$ cat config.mk
export PLATFORM = sky130hd
export DESIGN_NAME = seg_scan_ctrl
export DESIGN_NICKNAME = d
export VERILOG_FILES = /design/src/rtl/seg_pkg.sv /design/src/rtl/seg_scan_ctrl_bcd7.sv /design/src/rtl/seg_scan_ctrl.sv
export SDC_FILE = /design/constraint.sdc
export NUM_CORES = 1
export LEC_CHECK = 0
export CAP_MARGIN = 20
export CORE_ASPECT_RATIO = 0.9
export CORE_MARGIN = 2
export CORE_UTILIZATION = 55
export CTS_CLUSTER_SIZE = 12
export DETAILED_ROUTE_END_ITERATION = 7
export GPL_ROUTABILITY_DRIVEN = 0
export GPL_TIMING_DRIVEN = 0
export MAX_ROUTING_LAYER = met4
export PLACE_DENSITY = 0.88
export SLEW_MARGIN = 30
export SYNTH_ARGS = -nofsm -noshare
export SYNTH_HDL_FRONTEND = slang
export SYNTH_SLANG_ARGS = --single-unit
$ cat constraint.sdc
create_clock -name clk -period 3.01 [get_ports clk]
set_input_delay 0.602 -clock clk [delete_from_list [all_inputs] [get_ports clk]]
set_output_delay 0.602 -clock clk [all_outputs]
set_load 0.02 [all_outputs]
$ cat src/rtl/seg_pkg.sv
// Shared types and constants for 7-segment display consumers.
// Segment order is {g,f,e,d,c,b,a}, active-high.
package seg_pkg;

    typedef logic [3:0] bcd_t;

    typedef enum logic {
        S_BLANK,
        S_DRIVE
    } scan_state_e;

    localparam logic [6:0] SEG_BLANK = 7'b0;

    // Codes 10..15 are deliberately dark rather than hex glyphs.
    localparam logic [6:0] SEG_LUT [16] = '{
        7'h3F, 7'h06, 7'h5B, 7'h4F, 7'h66, 7'h6D, 7'h7D, 7'h07,
        7'h7F, 7'h6F, 7'h00, 7'h00, 7'h00, 7'h00, 7'h00, 7'h00
    };

endpackage

$ cat src/rtl/seg_scan_ctrl_bcd7.sv
// BCD to 7-segment decoder, purely combinational.
// Leading-zero blanking is left to the caller.
module bcd7_decode
    import seg_pkg::*;
(
    input  bcd_t       bcd_i,
    output logic [6:0] seg_o
);

    always_comb begin
        seg_o = SEG_LUT[bcd_i];
    end

endmodule

$ cat src/rtl/seg_scan_ctrl.sv
// Multiplexed scan controller for a common-anode 7-segment bank.
// New digits are staged in pend and committed only at frame end.
module seg_scan_ctrl
    import seg_pkg::*;
#(
    parameter int unsigned NDIG  = 4,
    parameter int unsigned PRESC = 1000,
    parameter int unsigned BLANK = 8
) (
    input  logic              clk,
    input  logic              rst_n,
    input  logic              ld_valid,
    input  logic [4*NDIG-1:0] ld_data,
    output logic              ld_ready,
    input  logic              lzb_en,
    output logic [NDIG-1:0]   an,
    output logic [6:0]        seg,
    output logic              frame_done
);

    localparam int unsigned CW = $clog2(PRESC);
    localparam int unsigned IW = (NDIG > 1) ? $clog2(NDIG) : 1;

    scan_state_e     state_q, state_d;
    logic [CW-1:0]   cnt_q, cnt_d;
    logic [IW-1:0]   idx_q, idx_d;
    bcd_t            disp_q [NDIG];
    bcd_t            disp_d [NDIG];
    bcd_t            pend_q [NDIG];
    logic            pend_full_q, pend_full_d;
    logic [NDIG-1:0] an_q, an_d;
    logic [6:0]      seg_q, seg_d;
    logic            frame_done_q, frame_done_d;

    logic            slot_end, frame_end, commit, accept, zrun;
    logic [NDIG-1:0] lzb_mask;
    bcd_t            cur_bcd;
    logic [6:0]      dec_seg;

    bcd7_decode u_dec (
        .bcd_i (cur_bcd),
        .seg_o (dec_seg)
    );

    always_comb begin
        slot_end  = (cnt_q == CW'(PRESC - 1));
        frame_end = slot_end && (idx_q == IW'(NDIG - 1));
        commit    = frame_end && pend_full_q;
        accept    = ld_valid && !pend_full_q;

        cnt_d = slot_end ? '0 : cnt_q + 1'b1;
        idx_d = idx_q;
        if (slot_end) begin
            idx_d = (idx_q == IW'(NDIG - 1)) ? '0 : idx_q + 1'b1;
        end

        state_d = state_q;
        case (state_q)
            S_BLANK: if (cnt_q == CW'(BLANK - 1)) state_d = S_DRIVE;
            S_DRIVE: if (slot_end)                state_d = S_BLANK;
            default:                              state_d = S_BLANK;
        endcase

        pend_full_d = pend_full_q;
        if (commit) begin
            pend_full_d = 1'b0;
        end else if (accept) begin
            pend_full_d = 1'b1;
        end

        for (int unsigned i = 0; i < NDIG; i++) begin
            disp_d[i] = commit ? pend_q[i] : disp_q[i];
        end

        // A digit is blanked only if it and every higher digit are zero.
        zrun     = 1'b1;
        lzb_mask = '0;
        for (int unsigned i = NDIG - 1; i > 0; i--) begin
            zrun        = zrun && (disp_d[i] == 4'h0);
            lzb_mask[i] = zrun;
        end

        // Outputs are computed from next-state so they line up with state_q.
        cur_bcd = disp_d[idx_d];
        an_d    = '0;
        seg_d   = SEG_BLANK;
        if (state_d == S_DRIVE) begin
            an_d[idx_d] = 1'b1;
            if (!(lzb_en && lzb_mask[idx_d])) begin
                seg_d = dec_seg;
            end
        end
        frame_done_d = (cnt_d == CW'(PRESC - 1)) && (idx_d == IW'(NDIG - 1));
    end

    always_ff @(posedge clk) begin
        if (!rst_n) begin
            state_q      <= S_BLANK;
            cnt_q        <= '0;
            idx_q        <= '0;
            pend_full_q  <= 1'b0;
            an_q         <= '0;
            seg_q        <= SEG_BLANK;
            frame_done_q <= 1'b0;
            for (int unsigned i = 0; i < NDIG; i++) begin
                disp_q[i] <= 4'hF;
                pend_q[i] <= '0;
            end
        end else begin
            state_q      <= state_d;
            cnt_q        <= cnt_d;
            idx_q        <= idx_d;
            pend_full_q  <= pend_full_d;
            an_q         <= an_d;
            seg_q        <= seg_d;
            frame_done_q <= frame_done_d;
            for (int unsigned i = 0; i < NDIG; i++) begin
                disp_q[i] <= disp_d[i];
                if (accept) begin
                    pend_q[i] <= ld_data[4*i +: 4];
                end
            end
        end
    end

    assign ld_ready   = !pend_full_q;
    assign an         = an_q;
    assign seg        = seg_q;
    assign frame_done = frame_done_q;

endmodule

# ---- Yosys cells after proc, flatten, opt, wreduce, memory -nomap -nowiden
# Memory sizes are Yosys's and may differ from the RTL's. A register that Yosys moved wholly into a read port is not among the register bits.
# Cells that the tools add are included.
dict set report word_totals {
  regBits 19
  ram_bits 32
  n_memories 3
  mem_bits_ro 112
  elab_cells 77
  in_bits 20
  out_inout_bits 13
}
dict set report classes {
  addsub 2
  n_reduce_logical 15
  magnitude_cmp 3
  eq_ne 5
  n_bitwise 13
  n_mux 30
}
# memory depth word_bits read_ports rd_clocked_by_memory_dff write_ports line_no
set memory_table {}
lappend memory_table {{(no name shown)} 16 7 1 1 0 seg_scan_ctrl_bcd7.sv:11} ;# seg_o = SEG_LUT[bcd_i];
lappend memory_table {disp_q 4 4 4 0 4 seg_scan_ctrl.sv:27} ;# bcd_t disp_q [NDIG];
lappend memory_table {pend_q 4 4 4 0 4 seg_scan_ctrl.sv:29} ;# bcd_t pend_q [NDIG];
# cell n
set op_table {}
lappend op_table {{4-bit two-way mux} 14}
lappend op_table {{10-bit equality test (second input constant)} 2}
lappend op_table {{4-bit logical NOT} 3}
lappend op_table {{10-bit by 1-bit adder with 10-bit output (second input constant)} 1}
lappend op_table {{10-bit by 3-bit equality test with 1-bit output (second input constant)} 1}
lappend op_table {{10-bit two-way mux} 1}
lappend op_table {{1-bit two-way mux} 9}
lappend op_table {{4-bit binary-select mux with 2-bit select} 1}
lappend op_table {{1-bit logical AND} 8}
lappend op_table {{1-bit bitwise OR} 8}
lappend op_table {{4-bit inverter with 5-bit output} 1}
lappend op_table {{2-bit equality test (second input constant)} 2}
lappend op_table {{2-bit two-way mux} 2}
lappend op_table {{3-bit greater-or-equal comparator (second input constant)} 1}
lappend op_table {{2-bit by 3-bit < comparator with 1-bit output (second input constant)} 1}
lappend op_table {{1-bit inverter} 3}
lappend op_table {{2-bit inverter with 3-bit output} 1}
lappend op_table {{3-bit OR reduction} 1}
lappend op_table {{2-bit by 1-bit adder with 2-bit output (second input constant)} 1}
lappend op_table {{1-bit binary-select mux with 2-bit select} 1}
lappend op_table {{1-bit demux with 2-bit select} 1}
lappend op_table {{2-bit by 1-bit greater-or-equal comparator with 1-bit output (second input constant)} 1}
lappend op_table {{1-bit one-hot mux with 2 select lines} 1}
lappend op_table {{2-bit AND reduction} 1}
lappend op_table {{2 further kinds} 2}

# ---- Depth between registers and ports, before layout
# Gate-level depths: netlist (run 1).
dict set report logic_depth {
  depth_word 11
  ltp_mapped 12
  depth_no_buf 11
}

# ---- Modules after synthesis
# Synthesis (run 1) repeated with hierarchy kept, for this count alone.
dict set report hier_totals {
  cells_unflattened 286
  area_unflattened_um2 2825.2
}
# mod cells_per_inst instances seq_area_each_um2 area_each_um2
set by_module_without_submodules {}
lappend by_module_without_submodules {seg_scan_ctrl 260 1 1321.3 2620.0}
lappend by_module_without_submodules {bcd7_decode 26 1 0.0 205.2}

# ---- Worst setup path after synthesis (run 1)
# OpenSTA, ideal clock, no wires.
dict set report synth_timing {
  path_kind {register to register}
  start {register idx_q[0]}
  end {register seg_q[3], in the netlist seg[3]}
  t_arrival_ps 2653
  period_less_slack_ps 2727
  stages_incl_launch_ff 11
  required_time_ps 2936
  setup_time_ps 74
  n_path_buf 1
  slack_ps 283
  cell_sequence {dfxtp_1 ha_1 and2_1 nand4_4 buf_6 mux2_4 a2111o_1 ha_1 inv_1 mux2_1 o21ai_0}
}
dict set report synth_via {
  elab_chain_len 11
  elab_cells_between_ends 24
  classes_between {1 x add/sub; 1 x eq/ne; 11 x mux; 2 x bitwise; 9 x reduce/logical}
}
# element line_no
set synth_lines {}
lappend synth_lines {{from (decl)} seg_scan_ctrl.sv:26} ;# logic [IW-1:0] idx_q, idx_d;
lappend synth_lines {{from (signal assigned)} seg_scan_ctrl.sv:112} ;# idx_q <= idx_d;
lappend synth_lines {{2-bit equality test} {seg_scan_ctrl.sv:47, seg_scan_ctrl.sv:54}}
lappend synth_lines {{1-bit logical AND} seg_scan_ctrl.sv:47} ;# frame_end = slot_end && (idx_q == IW'(NDIG - 1));
lappend synth_lines {{1-bit logical AND} seg_scan_ctrl.sv:48} ;# commit = frame_end && pend_full_q;
lappend synth_lines {{4-bit two-way mux} seg_scan_ctrl.sv:72} ;# disp_d[i] = commit ? pend_q[i] : disp_q[i];
lappend synth_lines {{4-bit logical NOT} seg_scan_ctrl.sv:79} ;# zrun = zrun && (disp_d[i] == 4'h0);
lappend synth_lines {{1-bit logical AND (2 in series)} seg_scan_ctrl.sv:79}
lappend synth_lines {{1-bit binary-select mux with 2-bit select} seg_scan_ctrl.sv:89} ;# if (!(lzb_en && lzb_mask[idx_d])) begin
lappend synth_lines {{1-bit two-way mux (implied by the code)} seg_scan_ctrl.sv:89}
lappend synth_lines {{1-bit logical AND} seg_scan_ctrl.sv:89}
lappend synth_lines {{3-bit OR reduction (no source line)} -}
lappend synth_lines {{to (decl)} seg_scan_ctrl.sv:32} ;# logic [6:0] seg_q, seg_d;
# Parallel ways exist; a longest one is shown, timed or not. The select of a mux whose other input is x is not followed.
# A chain may end at the register's enable or synchronous reset.

# ---- Final worst setup path (run 1)
dict set report layout_timing {
  start {register cnt_q[1]}
  end {register seg_q[3], in the netlist seg[3]}
}
dict set report layout_via {
  elab_chain_len 11
  elab_cells_between_ends 27
  classes_between {2 x eq/ne; 13 x mux; 3 x bitwise; 9 x reduce/logical}
}
# element line_no
set layout_lines {}
lappend layout_lines {{from (decl)} seg_scan_ctrl.sv:25} ;# logic [CW-1:0] cnt_q, cnt_d;
lappend layout_lines {{from (signal assigned)} seg_scan_ctrl.sv:111} ;# cnt_q <= cnt_d;
lappend layout_lines {{10-bit equality test} seg_scan_ctrl.sv:46} ;# slot_end = (cnt_q == CW'(PRESC - 1));
lappend layout_lines {{1-bit logical AND} seg_scan_ctrl.sv:47}
lappend layout_lines {{1-bit logical AND} seg_scan_ctrl.sv:48}
lappend layout_lines {{4-bit two-way mux} seg_scan_ctrl.sv:72}
lappend layout_lines {{4-bit logical NOT} seg_scan_ctrl.sv:79}
lappend layout_lines {{1-bit logical AND (2 in series)} seg_scan_ctrl.sv:79}
lappend layout_lines {{1-bit binary-select mux with 2-bit select} seg_scan_ctrl.sv:89}
lappend layout_lines {{1-bit two-way mux (implied by the code)} seg_scan_ctrl.sv:89}
lappend layout_lines {{1-bit logical AND} seg_scan_ctrl.sv:89}
lappend layout_lines {{3-bit OR reduction (no source line)} -}
# Parallel ways exist; a longest one is shown, timed or not. The select of a mux whose other input is x is not followed.

==> results of run 1 <==
==> sequential cells by signal, indices dropped and copies added (netlist names) <==
signal       cells
pend_q          16
an               4
seg              7
disp_q          16
idx_q            2
pend_full_q      1
frame_done       1
state_q          1
cnt_q           10
==> critical path, cell delays in order, from the launching register on <==
cell and delay, ns:
dfxtp_1 0.38, ha_2 0.24, and4bb_2 0.31, buf_4 0.14, a311o_1 0.21, and2_1 0.20, a2bb2o_2 0.29, a221oi_2 0.32
buf_4 0.24, mux2_1 0.33, o21ai_0 0.13
==> power by group <==
group          total [mW]  switching, mW  leakage (nW)  internal [mW]
registers           0.837         0.0128         0.513          0.824
logic              0.0656         0.0295         0.729         0.0361
clock network       0.678          0.292         0.102          0.386
total                1.58          0.335          1.34           1.25
==> cell families after synthesis <==
| logic type | count (synthesis) | share of synthesized area [%] |
|---|---|---|
| fa+ha+maj | 9 | 4.03 |
| flops | 58 | 47.3 |
| buf+inv | 26 | 4.70 |
| mux | 16 | 6.32 |
| xor+xnor | 8 | 2.51 |
| simple gates | 108 | 21.5 |
| compound gates | 47 | 13.6 |
==> synthesized netlist by cell type, drive strengths merged, types with 5 or more instances <==
cell type,instances
nor2,18
edfxtp,16
nand3,15
and2,20
clkbuf,6
mux2i,9
xor2,5
a22oi,9
dfxtp,42
buf,8
nand4,12
nand2,17
o31ai,10
mux2,7
o21ai,8
nor4,5
ha,9
inv,12
==> through the flow <==
| step | hold slack, ns | area [um^2] | TNS (ns) | power [mW] | cells |
|---|---|---|---|---|---|
| 3_5_place_dp | 0.460 | 3200 | 0 | 0.919 | 369 |
| 6_report | 0.454 | 3460 | 0 | 1.58 | 389 |
| 4_1_cts | 0.476 | 3400 | 0 | 1.59 | 385 |
| 5_1_grt | 0.478 | 3460 | -0.0202 | 1.64 | 389 |
| 3_3_place_gp | 0.452 | 3180 | -0.367 | 0.913 | 368 |
| 2_1_floorplan | 0.436 | 2790 | 0 | 0.879 | 272 |
==> per-layer routing <==
layer / global-route usage (%) / share of wire [%] / vias up / wire length (um)
li1: - / - / 1088 / -
met4: 9.20 / 1.7 / 0 / 101
met1: 27.3 / 42 / 1048 / 2450
met5: - / 0 / - / 0
met2: 36.5 / 49 / 86 / 2870
met3: 7.43 / 7.4 / 8 / 432
==> worst max-delay path by stage <==
stage | end
after floorplan | seg[3]
after global placement | pend_q[2][3]
after detailed placement | seg[3]
after CTS | seg[3]
after global routing | seg[3]
final | seg[3]
==> cell usage in the layout (no fill, tap or decap), drive strengths merged, types with 10 or more instances in the layout <==
master	Yosys	final
nor2	18	18
dfxtp	42	42
buf	8	13
and2	20	20
edfxtp	16	16
nand2	17	17
clkbuf	6	20
clkdlybuf4s50	0	31
nand4	12	12
o31ai	10	10
nand3	15	15
inv	12	12
==> cell type report <==
cell class / instances / area (um^2) / share of cell area (%)
repair buffers: 36 / 352 / 10.2
flip-flops and latches: 58 / 1320 / 38.2
inverters: 12 / 45.0 / 1.30
clock buffers: 14 / 183 / 5.28
well taps: 65 / 81.3 / 2.35
plain buffers: 14 / 87.6 / 2.53
multi-input cells: 188 / 1380 / 39.9
clock inverters: 2 / 10.0 / 0.289
==> timing repair <==
item                                   CTS  global route
pin swaps                                0             1
buffers inserted                         0             4
cloned                                   0             0
endpoints found under the hold margin    0             0
resized for setup                        3             8
hold buffers                             0             0
setup endpoints to repair                2             4
==> impl_metrics.yaml, run 1 <==
min_path:
  worstHoldPathCells: 1
  hold_end: "cnt_q[0]"
  hold_class: "reg2reg"
  hold_start: "cnt_q[0]"
setup_path:
  crit_start: "cnt_q[1]"
  crit_type: "reg2reg"
  start_kind: "register"
  critPathMaxFanout: 10
  worst_r2r_endpoint: "seg[3]"
  reg2reg_slack_ns: 0.14
  rr_worst_depth: 10
  worstPathArrival_ns: 3.14
  rr_startpoint: "cnt_q[1]"
  endpoint_kind: "register"
  required_ns: 3.27
sta:
  period_share_pct: 95.4
  fin_worst_skew_ns: 0.00874
  setup_viol: 0
  setup_ws_ns: 0.137
  tightest_slew_ns: 0.716
  final_max_slew_viol_count: 0
  finalHoldViolCount: 0
  fmax_mhz: 348
  maxSlewHeadroom_pct: 51.9
  fin_crit_ns: 2.87
logic_synthesis:
  synth_seq_cells: 58
  synth.distinct_cells: 54
  yosys_warnings: 0
  syn-num-nets: 301
  syn_area_um2: 2790
  synth-main-ff-cell: "dfxtp_1"
  postSynth.asyncResetShare_pct: 0
  synth_area_leaders: "dfxtp_1 (30%), edfxtp_1 (17%), and2_1 (4.5%)"
  avgSynthCellArea_um2: 10.3
  syn_inst: 272
  synth_seq_area_share_pct: 47.3
  netlist.area_leader.share_pct: 30.1
  synth-edff-count: 16
  yosys.area.top_type: "dfxtp_1"
floorplan:
  io_pins: 33
  die_w_um: 79.1
  die_h_um: 71.6
  rows: 24
  start_util_pct: 57.4
  core_area_um2: 4860
  die_area_um2: 5660
clock_network:
  cts_sinks: 58
  cts_buffer_depth: 2
  cts_root_buf: "clkbuf_8"
  clkLatencyLatePin_ns: 0.34
  htreeDepth: 3
  clkTransAtPathRegs_ns: 0.07
  numCtsBuffers: 9
  cts_tree: "built"
placement:
  port_buffers: 31
  pre_cts_ws_ns: 0.000743
  hpwl_um: 4230
outcome:
  status: "complete, no violations"
global_route:
  grt_max_degree: 16
  grt_usage_pct: 23.0
  first_global_vias: 2062
  grt_pass1_wl_um: 9440
  antenna_found_initial: 0
  gr-total-overflow: 0
drt:
  drt_drc_violations_left: 0
  dr_total_vias: 2230
  avgViaCountPerCell: 5.73
  first_pass_iters: 4
  wirelength_um: 5850
  drt_iter0_markers: 181
  wl_per_cell_um: 15.0
  postRouteAntennaNets: 0
final_layout:
  n_antenna_cell: 0
  finalCoreUtilization_pct: 71.2
  nNetsFinal: 348
  syn2layout_area_growth_pct: 24.0
  drive_above_1_share_pct: 16.7
  fillCellCount: 364
power:
  leakage_nw: 1.34
  powerDensity_nw_per_um2: 457
  ir_drop_uv: 358
flow_run:
  cap_violations: 0
Power figures use the tool's default switching activity.
==> run 2: changes to the inputs <==
--- a/config.mk
+++ b/config.mk
@@ -13,8 +13,10 @@
 export DETAILED_ROUTE_END_ITERATION = 7
 export GPL_ROUTABILITY_DRIVEN = 0
 export GPL_TIMING_DRIVEN = 0
+export HOLD_SLACK_MARGIN = 0.08
 export MAX_ROUTING_LAYER = met4
 export PLACE_DENSITY = 0.88
+export SKIP_CTS_REPAIR_TIMING = 1
 export SLEW_MARGIN = 30
 export SYNTH_ARGS = -nofsm -noshare
 export SYNTH_HDL_FRONTEND = slang
==> run 2 against run 1 <==
Against the previous run:
- register-to-register slack barely moved
- utilization shrank 0.18 points
- critical endpoint unchanged
- highest routed layer unchanged
- count of clock-buffer cells in the layout unchanged
- critical path type unchanged
==> impl_metrics.yaml, run 2 (synthesized netlist as in run 1, its figures left out) <==
outcome:
  status: "complete, no violations"
drt:
  dr_total_vias: 2211
  wirelength_um: 5790
  postRouteAntennaNets: 0
  drt_drc_violations_left: 0
  drt_iter0_markers: 215
  first_pass_iters: 4
  wl_per_cell_um: 14.9
  avgViaCountPerCell: 5.68
floorplan:
  die_h_um: 71.6
  core_area_um2: 4860
  rows: 24
  io_pins: 33
  die_w_um: 79.1
  die_area_um2: 5660
  start_util_pct: 57.4
setup_path:
  required_ns: 3.27
  path_buf_inv: 2
  worstPathArrival_ns: 3.12
  cp.depth: 10
  cp-endpoint: "seg[3]"
  start_kind: "register"
  rr_worst_depth: 10
  crit_start: "cnt_q[1]"
  worst_r2r_endpoint: "seg[3]"
  crit_path_max_incr_delay_ns: 0.38
  crit_chain: "ha_2, and4bb_2, buf_4, a311o_1, and2_1, a2bb2o_2, a221oi_2, buf_4, mux2_1, o21ai_0"
  cp_top_family: "compound AO/OA/AOI/OAI gates"
  endpoint_kind: "register"
  crit_type: "reg2reg"
  cp_slowest_cell: "dfxtp_1"
  rr_startpoint: "cnt_q[1]"
  crit_top_cell: "buf_4"
  reg2reg_slack_ns: 0.15
  critPathMaxFanout: 10
global_route:
  grt_max_degree: 16
  gr-total-overflow: 0
  antenna_found_initial: 0
  grt_pass1_wl_um: 9330
  grt_usage_pct: 22.8
  first_global_vias: 2049
clock_network:
  cts_buffer_depth: 2
  cts_root_buf: "clkbuf_8"
  htreeDepth: 3
  clkLatencyLatePin_ns: 0.34
  numCtsBuffers: 9
  cts_sinks: 58
  clkTransAtPathRegs_ns: 0.06
  cts_tree: "built"
power:
  leakage_nw: 1.34
  ir_drop_uv: 358
  powerDensity_nw_per_um2: 457
  total_power_mw: 1.58
placement:
  port_buffers: 31
  placed_area_um2: 3200
  hpwl_um: 4230
  pre_cts_ws_ns: 0.000743
final_layout:
  reg_top3: "disp_q: 16 flops, pend_q: 16 flops, cnt_q: 10 flops"
  final_area_um2: 3450
  final_common_cell: "dfxtp_1"
  layout_common_cells: "dfxtp_1 (39), clkdlybuf4s50_1 (31), and2_1 (20)"
  drive_above_1_share_pct: 17.0
  syn2layout_area_growth_pct: 23.7
  n_antenna_cell: 0
  fillCellCount: 368
  nNetsFinal: 348
sta:
  final_max_slew_viol_count: 0
  setup_viol: 0
  maxSlewHeadroom_pct: 53.2
  finalSetupTns_ns: 0
  finalHoldViolCount: 0
  fin_worst_skew_ns: 0.00712
  fin_crit_ns: 2.86
  fmax_mhz: 350
  period_share_pct: 95.0
  tightest_slew_ns: 0.697
  setup_ws_ns: 0.150
flow_run:
  cap_violations: 0
min_path:
  hold_class: "reg2reg"
[run 2: cell counts in the layout (fill, tap and decap cells not counted)]
No cell type changed its count.
[run 2: worst min path at each step]
| stage | startpoint | endpoint | slack (ns) | depth (start not counted) |
|---|---|---|---|---|
| 6_report | cnt_q[0] | cnt_q[0] | 0.45 | 1 |
| 5_1_grt | cnt_q[0] | cnt_q[0] | 0.48 | 1 |
| 4_1_cts | disp_q[1][2] | disp_q[1][2] | 0.48 | 2 |
| 3_5_place_dp | disp_q[1][2] | disp_q[1][2] | 0.46 | 2 |
| 3_3_place_gp | disp_q[1][2] | disp_q[1][2] | 0.45 | 2 |
| 2_1_floorplan | disp_q[0][2] | disp_q[0][2] | 0.44 | 2 |
[run 2: stage by stage]
step	cells	utilization (%)	hold WS, ns
after global routing	389	71.0	0.478
after global placement	368	65.5	0.452
after floorplan	272	-	0.436
after detailed placement	369	65.8	0.460
final	389	71.0	0.454
after CTS	385	69.7	0.476
[run 2: final cells by class]
| type | count | area (um^2) | area share (%) |
|---|---|---|---|
| Buffer | 14 | 87.6 | 2.54 |
| Timing Repair Buffer | 36 | 352 | 10.2 |
| Clock buffer | 14 | 183 | 5.29 |
| Sequential cell | 58 | 1330 | 38.4 |
| Multi-Input combinational cell | 188 | 1370 | 39.7 |
| Inverter | 12 | 45.0 | 1.30 |
| Tap cell | 65 | 81.3 | 2.36 |
| Clock inverter | 2 | 10.0 | 0.290 |
[run 2: layer usage]
metal	up-vias	share of wire [%]	GRT usage, %
met3	5	7.6	7.43
met1	1032	42	27.0
met2	83	49	36.0
met5	-	0	-
li1	1091	-	-
met4	0	1.0	9.20
[run 2: worst reg2reg max path: stages (launching register included)]
cell	delay [ns]
dfxtp_1	0.38
ha_2	0.23
and4bb_2	0.31
buf_4	0.14
a311o_1	0.21
and2_1	0.20
a2bb2o_2	0.29
a221oi_2	0.32
buf_4	0.24
mux2_1	0.33
o21ai_0	0.13
[run 2: power breakdown]
group / internal [mW] / switching, mW
logic: 0.0361 / 0.0293
registers: 0.824 / 0.0128
clock network: 0.386 / 0.290
==> run 3: changes to the inputs <==
--- a/config.mk
+++ b/config.mk
@@ -8,14 +8,15 @@
 export CAP_MARGIN = 20
 export CORE_ASPECT_RATIO = 0.9
 export CORE_MARGIN = 2
-export CORE_UTILIZATION = 55
+export CORE_UTILIZATION = 56
 export CTS_CLUSTER_SIZE = 12
 export DETAILED_ROUTE_END_ITERATION = 7
+export DONT_BUFFER_PORTS = 1
 export GPL_ROUTABILITY_DRIVEN = 0
 export GPL_TIMING_DRIVEN = 0
 export HOLD_SLACK_MARGIN = 0.08
 export MAX_ROUTING_LAYER = met4
-export PLACE_DENSITY = 0.88
+export PLACE_DENSITY = 0.8
 export SKIP_CTS_REPAIR_TIMING = 1
 export SLEW_MARGIN = 30
 export SYNTH_ARGS = -nofsm -noshare
==> constraint.sdc (replaced) <==
create_clock -name clk -period 3.01 [get_ports clk]
set_input_delay 0.4515 -clock clk [delete_from_list [all_inputs] [get_ports clk]]
set_output_delay 0.4515 -clock clk [all_outputs]
set_load 0.02 [all_outputs]
==> run 3 against run 2 <==
Against the previous run:
- sequential share of layout area rose by 2.8 points
- global-route usage rose by 1.3 points
- sequential cell count did not move
- highest routed layer unchanged
==> impl_metrics.yaml, run 3 (synthesized netlist as in run 1, its figures left out) <==
floorplan:
  io_pins: 33
  die_area_um2: 5570
  die_h_um: 71.0
  die_w_um: 78.4
  rows: 24
  core_area_um2: 4830
  start_util_pct: 57.8
drt:
  avgViaCountPerCell: 5.95
  postRouteAntennaNets: 0
  wirelength_um: 5700
  wl_per_cell_um: 16.0
  dr_total_vias: 2123
  first_pass_iters: 4
  drt_iter0_markers: 229
  drt_drc_violations_left: 0
final_layout:
  seqCellArea_um2: 1330
  n_antenna_cell: 0
  final_common_cell: "dfxtp_1"
  nNetsFinal: 316
  final_area_um2: 3230
  drive_above_1_share_pct: 18.5
  reg_top3: "disp_q: 16 flops, pend_q: 16 flops, cnt_q: 10 flops"
  multi_input_area_um2: 1420
  syn2layout_area_growth_pct: 15.5
  layout_common_cells: "dfxtp_1 (38), and2_1 (20), nor2_1 (18)"
  fillCellCount: 364
setup_path:
  reg2reg_slack_ns: 0.20
  crit_type: "reg2reg"
  critPathMaxFanout: 10
  endpoint_kind: "register"
  worstPathArrival_ns: 3.07
  required_ns: 3.27
  start_kind: "register"
power:
  power_frac_seq_pct: 48.5
  leakage_nw: 1.24
  total_power_mw: 1.73
  swShare_pct: 19.7
  intPower_mw: 1.39
  powerDensity_nw_per_um2: 535
  p_comb_share_pct: 2.5
  ir_drop_uv: 396
  p_switching_mw: 0.339
  clock_power_share_pct: 49.1
clock_network:
  cts_sinks: 58
  cts_buffer_depth: 2
  clkTransAtPathRegs_ns: 0.07
  numCtsBuffers: 9
  htreeDepth: 3
  cts_tree: "built"
  clkLatencyLatePin_ns: 0.34
  cts_root_buf: "clkbuf_8"
min_path:
  hold_class: "in2reg"
placement:
  hpwl_um: 4240
  port_buffers: 0
  pre_cts_ws_ns: -0.0504
  placed_area_um2: 2890
sta:
  finalHoldViolCount: 0
  rsz0062_at_grt: "no"
  fin_worst_skew_ns: 0.0102
  fmax_mhz: 356
  final_max_slew_viol_count: 0
  fin_crit_ns: 2.81
  setup_ws_ns: 0.197
  setup_viol: 0
  tightest_slew_ns: 0.730
  finalSetupTns_ns: 0
  period_share_pct: 93.4
  maxSlewHeadroom_pct: 51.0
global_route:
  grt_max_degree: 12
  grt_pass1_wl_um: 9760
  antenna_found_initial: 0
  grt_usage_pct: 24.1
  gr-total-overflow: 0
  first_global_vias: 1973
flow_run:
  cap_violations: 0
outcome:
  status: "complete, no violations"
[run 3: per-layer routing]
layer  vias up  share of wire, %  GRT usage [%]
met5         -                 0              -
met2        88                45           34.4
li1       1026                 -              -
met4         0               1.5           9.36
met1       998                46           32.4
met3        11               7.2           6.89
[run 3: area by class of cell]
type / count / share of cell area [%]
buffer: 14 / 2.71
clock inverter: 5 / 3.18
timing repair buffer: 4 / 1.05
inverter: 12 / 1.40
sequential: 58 / 41.2
tap: 65 / 2.52
multi-input combinational: 188 / 43.9
clock buffer: 11 / 4.07
[run 3: stage by stage]
step	std cells	utilization [%]	hold WS [ns]
after detailed placement	338	59.8	0.458
final	357	66.7	0.305
after global placement	337	59.4	0.452
after CTS	354	64.6	0.293
after global routing	357	66.7	0.289
after floorplan	272	-	0.436
[run 3: final timing paths]
kind | depth (start not counted) | to | from
min reg2reg | 1 | cnt_q[0] | cnt_q[0]
max | 10 | seg[3] | cnt_q[0]
max reg2reg | 10 | seg[3] | cnt_q[0]
min | 1 | pend_q[2][1] | ld_data[9]
[run 3: critical path: stages (launching register included)]
cell	delay, ns
dfxtp_2	0.36
ha_2	0.22
and4bb_2	0.30
nand4_4	0.15
buf_6	0.19
mux2_4	0.31
a2111o_1	0.45
ha_1	0.31
inv_1	0.04
mux2_1	0.27
o21ai_0	0.14
[run 3: power by group through the flow]
stage | Clock [mW] | Combinational, mW | Sequential, mW
floorplan | 0 | 0.0290 | 0.850
CTS | 0.863 | 0.0420 | 0.837
detailed placement | 0 | 0.0418 | 0.854
finish | 0.847 | 0.0423 | 0.837
global route | 0.902 | 0.0476 | 0.839
global placement | 0 | 0.0373 | 0.853
